[config.mk]
export PLATFORM = sky130hd
export DESIGN_NAME = rf_writeback_arbiter
export DESIGN_NICKNAME = d
export VERILOG_FILES = /design/src/rtl/cpu_pkg.sv /design/src/rtl/wb_queue.sv /design/src/rtl/rf_writeback_arbiter.sv
export SDC_FILE = /design/constraint.sdc
export NUM_CORES = 1
export LEC_CHECK = 0
export ABC_AREA = 1
export CELL_PAD_IN_SITES_DETAIL_PLACEMENT = 1
export CELL_PAD_IN_SITES_GLOBAL_PLACEMENT = 1
export CORE_UTILIZATION = 36
export CTS_CLUSTER_SIZE = 12
export DETAILED_ROUTE_END_ITERATION = 6
export PLACE_DENSITY_LB_ADDON = 0.1
export REMOVE_ABC_BUFFERS = 1
export SYNTH_ARGS = -nofsm -noshare
export SYNTH_HDL_FRONTEND = slang
export SYNTH_SLANG_ARGS = --single-unit
export TNS_END_PERCENT = 1
[constraint.sdc]
create_clock -name clk -period 7.58 [get_ports clk]
set_input_delay 0.758 -clock clk [delete_from_list [all_inputs] [get_ports clk]]
set_output_delay 0.758 -clock clk [all_outputs]
set_load 0.03 [all_outputs]
[src/rtl/cpu_pkg.sv]
// Shared CPU constants, writeback source encodings and the queued-write record
// used by the register-file writeback path.
package cpu_pkg;

  localparam int DATA_W    = 32;
  localparam int ADDR_W    = 3;
  localparam int NREGS     = 8;
  localparam int WB_QDEPTH = 4;

  localparam logic WB_SRC_ALU = 1'b0;
  localparam logic WB_SRC_ID  = 1'b1;

  typedef struct packed {
    logic              sel;
    logic [ADDR_W-1:0] addr;
    logic [DATA_W-1:0] data;
  } wb_entry_t;

endpackage

[src/rtl/wb_queue.sv]
// Circular FIFO of deferred register writes: up to two pushes and one pop per
// cycle, with per-slot valid/address vectors so the pending bitmap can be built.
module wb_queue
  import cpu_pkg::*;
#(
  parameter  int QDEPTH = 4,
  localparam int PTR_W  = (QDEPTH > 1) ? $clog2(QDEPTH) : 1,
  localparam int CNT_W  = $clog2(QDEPTH + 1)
) (
  input  logic                           clk,
  input  logic                           rst_n,
  input  logic [1:0]                     push_cnt,
  input  wb_entry_t                      push_a,
  input  wb_entry_t                      push_b,
  input  logic                           pop,
  output wb_entry_t                      head,
  output logic [CNT_W-1:0]               count,
  output logic [QDEPTH-1:0]              entry_valid,
  output logic [QDEPTH-1:0][ADDR_W-1:0]  entry_addr
);

  wb_entry_t        mem [QDEPTH];
  logic [PTR_W-1:0] head_ptr;
  logic [PTR_W-1:0] tail_ptr;

  function automatic logic [PTR_W-1:0] wrap_inc(input logic [PTR_W-1:0] p);
    return (p == PTR_W'(QDEPTH - 1)) ? '0 : p + 1'b1;
  endfunction

  // Pop clears the head slot; pushes set tail slots. They never collide
  // because the arbiter only accepts while at least two slots are free.
  always_ff @(posedge clk or negedge rst_n) begin
    if (!rst_n) begin
      head_ptr    <= '0;
      tail_ptr    <= '0;
      count       <= '0;
      entry_valid <= '0;
    end else begin
      if (pop) begin
        entry_valid[head_ptr] <= 1'b0;
        head_ptr              <= wrap_inc(head_ptr);
      end
      if (push_cnt != 2'd0)
        entry_valid[tail_ptr] <= 1'b1;
      if (push_cnt == 2'd2)
        entry_valid[wrap_inc(tail_ptr)] <= 1'b1;
      case (push_cnt)
        2'd1:    tail_ptr <= wrap_inc(tail_ptr);
        2'd2:    tail_ptr <= wrap_inc(wrap_inc(tail_ptr));
        default: tail_ptr <= tail_ptr;
      endcase
      count <= count + CNT_W'(push_cnt) - CNT_W'(pop);
    end
  end

  always_ff @(posedge clk) begin
    if (push_cnt != 2'd0)
      mem[tail_ptr] <= push_a;
    if (push_cnt == 2'd2)
      mem[wrap_inc(tail_ptr)] <= push_b;
  end

  always_comb begin
    head = mem[head_ptr];
    for (int i = 0; i < QDEPTH; i++)
      entry_addr[i] = mem[i].addr;
  end

endmodule

[src/rtl/rf_writeback_arbiter.sv]
// Merges ALU and ID results onto the single register-file write port, issuing
// one write per cycle in age order and publishing a per-register pending map.
module rf_writeback_arbiter #(
  parameter int DATA_W = 32,
  parameter int ADDR_W = 3,
  parameter int NREGS  = 8,
  parameter int QDEPTH = 4
) (
  input  logic                         clk,
  input  logic                         rst_n,
  input  logic                         alu_valid,
  output logic                         alu_ready,
  input  logic [ADDR_W-1:0]            alu_addr,
  input  logic [DATA_W-1:0]            alu_data,
  input  logic                         id_valid,
  output logic                         id_ready,
  input  logic [ADDR_W-1:0]            id_addr,
  input  logic [DATA_W-1:0]            id_data,
  output logic                         w_enable,
  output logic                         w_select,
  output logic [ADDR_W-1:0]            w_addr,
  output logic [DATA_W-1:0]            w_alu,
  output logic [DATA_W-1:0]            w_id,
  output logic [NREGS-1:0]             pending,
  output logic [$clog2(QDEPTH+1)-1:0]  q_count
);

  import cpu_pkg::*;

  localparam int CNT_W = $clog2(QDEPTH + 1);

  wb_entry_t                      alu_entry;
  wb_entry_t                      id_entry;
  wb_entry_t                      head;
  wb_entry_t                      issue;
  wb_entry_t                      push_a;
  wb_entry_t                      push_b;
  logic [1:0]                     push_cnt;
  logic                           pop;
  logic                           issue_valid;
  logic                           ready;
  logic                           alu_fire;
  logic                           id_fire;
  logic [QDEPTH-1:0]              entry_valid;
  logic [QDEPTH-1:0][ADDR_W-1:0]  entry_addr;

  // Two free slots guarantee both same-cycle results fit, so ready never
  // needs to look at valid.
  assign ready     = (q_count <= CNT_W'(QDEPTH - 2));
  assign alu_ready = ready;
  assign id_ready  = ready;
  assign alu_fire  = alu_valid & ready;
  assign id_fire   = id_valid & ready;

  assign alu_entry = '{sel: WB_SRC_ALU, addr: alu_addr, data: alu_data};
  assign id_entry  = '{sel: WB_SRC_ID,  addr: id_addr,  data: id_data};

  // Oldest candidate issues (queue head, then ALU, then ID); the rest append.
  always_comb begin
    push_cnt    = 2'd0;
    push_a      = alu_entry;
    push_b      = id_entry;
    pop         = 1'b0;
    issue_valid = 1'b0;
    issue       = head;
    if (q_count != '0) begin
      pop         = 1'b1;
      issue_valid = 1'b1;
      if (alu_fire && id_fire) begin
        push_cnt = 2'd2;
      end else if (alu_fire) begin
        push_cnt = 2'd1;
      end else if (id_fire) begin
        push_cnt = 2'd1;
        push_a   = id_entry;
      end
    end else if (alu_fire) begin
      issue_valid = 1'b1;
      issue       = alu_entry;
      if (id_fire) begin
        push_cnt = 2'd1;
        push_a   = id_entry;
      end
    end else if (id_fire) begin
      issue_valid = 1'b1;
      issue       = id_entry;
    end
  end

  wb_queue #(.QDEPTH(QDEPTH)) u_queue (
    .clk         (clk),
    .rst_n       (rst_n),
    .push_cnt    (push_cnt),
    .push_a      (push_a),
    .push_b      (push_b),
    .pop         (pop),
    .head        (head),
    .count       (q_count),
    .entry_valid (entry_valid),
    .entry_addr  (entry_addr)
  );

  // Idle cycles zero both data buses but keep address and select stable.
  always_ff @(posedge clk or negedge rst_n) begin
    if (!rst_n) begin
      w_enable <= 1'b0;
      w_select <= WB_SRC_ALU;
      w_addr   <= '0;
      w_alu    <= '0;
      w_id     <= '0;
    end else if (issue_valid) begin
      w_enable <= 1'b1;
      w_select <= issue.sel;
      w_addr   <= issue.addr;
      w_alu    <= (issue.sel == WB_SRC_ALU) ? issue.data : '0;
      w_id     <= (issue.sel == WB_SRC_ID)  ? issue.data : '0;
    end else begin
      w_enable <= 1'b0;
      w_alu    <= '0;
      w_id     <= '0;
    end
  end

  always_comb begin
    pending = '0;
    if (w_enable)
      pending[w_addr] = 1'b1;
    for (int i = 0; i < QDEPTH; i++)
      if (entry_valid[i])
        pending[entry_addr[i]] = 1'b1;
  end

endmodule

==> impl_metrics.py <==
metrics = {
    "floorplan": {
        "die-width_um": 187,
        "coreArea_sq_um": 33500,
        "dieArea_sq_um": 34800,
        "initial_core_util": 0.366,
        "die_y_um": 187,
        "ios": 156,
        "std_cell_rows": 67,
    },
    "sta": {
        "maxSlewViolCount": 0,
        "final-setup-viol-count": 0,
        "timing.fmax_mhz": 256,
        "maxSlewHeadroom": 0.259,
        "fin_setup_tns_ns": 0,
        "rsz0062_at_grt": "no",
        "finalHoldViolCount": 0,
        "worst_pin_slew_ns": 1.11,
        "fin_crit_ns": 3.90,
        "period_share": 0.515,
        "clock_skew_ns": 0.0294,
    },
    "detailed_routing": {
        "via_per_inst": 5.15,
        "first_pass_iters": 5,
        "antenna_left": 0,
        "first_iter_violations": 705,
        "vias": 11000,
        "drc": 0,
        "wl_per_cell_um": 20.0,
        "totalWireLength_um": 42700,
    },
    "hold_path": {
        "hold_class": "in -> async",
    },
    "finish": {
        "mostFrequentLayoutCells": "nand2_1 (729), nor2_1 (186), clkdlybuf4s50_1 (154)",
        "layout_commonest_cell": "nand2_1",
        "finalNonFillerCells": 2130,
        "syn_to_final_growth_pct": 21.3,
        "n_antenna_cell": 0,
        "drive_gt1_frac": 0.0606,
        "fin_nets": 1750,
    },
    "synthesis": {
        "yosysUniqueCellTypes": 38,
        "ys.warnings.count": 0,
        "yosys.area.top_type_share": 0.343,
        "ys_seq_area_frac": 0.512,
        "synth.largest_area_cell": "edfxtp_1",
        "synth_cells": 1548,
        "synth_area_sq_um": 12300,
        "ys_ff_latch": 224,
        "syn_area_per_cell_sq_um": 7.93,
        "synth_area_leaders": "edfxtp_1 (34%), nand2_1 (22%), dfrtp_1 (16%)",
    },
    "clock_network": {
        "htree_levels": 1,
        "cts_setup_buffers": 0,
        "cts_buffers": 28,
        "cts_hold_buf": 0,
        "cts_sinks": 224,
        "cts.repair.resized": 0,
        "cts_root_buf": "clkbuf_16",
        "path_clk_slew_ns": 0.06,
        "cts.path.max_buffers": 3,
        "clk_latency_ns": 0.55,
        "cts_tree": "built",
    },
    "critical_path": {
        "r2r-start": "u_queue.count[0]",
        "required_ns": 7.87,
        "cpMostUsedCell": "nand2_1",
        "crit_family": "buffers and inverters",
        "slowest_delay_ns": 0.56,
        "path_max_fanout": 39,
        "crit_type": "in -> reg",
        "cp.arrival_ns": 4.19,
        "start_kind": "input pin",
        "crit_start": "alu_valid",
        "crit_buf_inv": 5,
        "end_kind": "flop",
        "crit_path_top_delay_cell": "buf_4",
        "crit_chain": "clkdlybuf4s50_1 > nand3_2 > buf_4 > inv_2 > ha_1 > inv_1 > nand2_1 > nand2_2 > buf_4 > nand2_4 > nand2_1 > nand2_1 > nand2_1 > nand2_1",
    },
    "power_and_ir_drop": {
        "irDropWorstVdd_mv": 0.218,
        "power_density_nw_per_um2": 426,
        "p_leak_nw": 6.83,
    },
    "place": {
        "dp_cells": 2079,
        "gp_congestion": 0.786,
        "hpwl_um": 24000,
        "port_buffers": 155,
    },
    "global_routing": {
        "grt_max_degree": 76,
        "overflow": 0,
        "grt_pass1_wl_um": 66500,
        "grt_usage": 0.246,
        "antenna_found_initial": 0,
        "grt_pass1_vias": 11500,
    },
    "flow_run": {
        "cap_violations": 0,
    },
    "status": {
        "status": "finished clean",
    },
}
[registers in the layout (all words and copies together) (netlist names)]
signal and flops:
u_queue.entry_valid 4, u_queue.count 3, w_addr 3, u_queue.head_ptr 2
w_alu 32, w_enable 1, w_id 32, u_queue.tail_ptr 2
u_queue.mem 144, w_select 1
[layer usage]
metal  share of wire  GRT usage  wire length, um  vias up
met5               0          0                0        -
met4           0.025     0.0738             1080        0
met3           0.039     0.0243             1670       71
met2            0.50      0.442            21400      288
met1            0.43      0.310            18500     5414
li1                -          -                -     5191
[worst paths after layout]
check / cells past startpoint / endpoint / slack (ns)
worst max-delay path: 14 / u_queue.mem[2][20] / 3.68
worst min-delay path: 1 / w_id[9] / 0.17
worst max register to register: 14 / u_queue.mem[2][20] / 3.78
worst min register to register: 2 / u_queue.mem[3][35] / 0.48
max in group asynchronous: 2 / u_queue.head_ptr[0] / 6.32
min in group clk: 2 / u_queue.mem[3][35] / 0.48
[synth_stat cells (all sizes together)]
library cell	n
nand3b	3
inv	47
dfrtp	80
ha	14
nor2	196
fa	1
dfxtp	4
or2	1
xnor2	1
o21bai	32
a21oi	5
edfxtp	140
nor3	6
clkbuf	17
a31oi	6
buf	70
o221ai	1
xor2	2
nand3	107
nand2	746
o21a	1
o21ai	49
o22ai	2
o2111ai	2
nand4	15
[report_power, final]
group | total [mW] | leakage (nW) | switching, mW | internal (mW)
clock | 1.29 | 0.444 | 0.517 | 0.777
sequential | 1.92 | 2.47 | 0.190 | 1.73
combinational | 3.13 | 3.92 | 2.20 | 0.921
total | 6.34 | 6.83 | 2.91 | 3.43
[metrics by stage]
stage | instance area, sq um | util | hold slack [ns] | power, mW | setup WS [ns]
global placement | 14000 | 0.417 | 0.469 | 5.03 | 3.23
detailed placement | 14000 | 0.417 | 0.471 | 5.11 | 3.16
floorplan | 11700 | - | 0.455 | 3.80 | 3.53
global route | 14900 | 0.444 | 0.202 | 6.77 | 3.51
finish | 14900 | 0.444 | 0.172 | 6.34 | 3.68
CTS | 14900 | 0.444 | 0.166 | 6.42 | 3.73
[logic make-up after synthesis]
| family | Yosys count | synth area share |
|---|---|---|
| AO/OA/AOI/OAI | 98 | 0.0494 |
| XOR/XNOR | 3 | 0.00214 |
| adder cells (fa/ha/maj) | 15 | 0.0159 |
| buffers and inverters | 134 | 0.0584 |
| flip-flops | 224 | 0.512 |
| AND/OR/NAND/NOR | 1074 | 0.362 |
[worst register-to-register path, delay by kind of cell, from the launching register on]
kind	cells	cell delay, ns
flops	1	0.44
simple gates	9	1.39
buf+inv	4	1.37
fa+ha+maj	1	0.34
[final cells by class]
type	instances	area, sq um
fill	4054	18700
sequential	224	6290
multi-input combinational	1190	5290
timing repair buffer	170	1660
clock buffer	46	871
tap	448	561
inverter	47	179
clock inverter	5	28.8
Note: power is estimated with default switching activity, not from simulation.
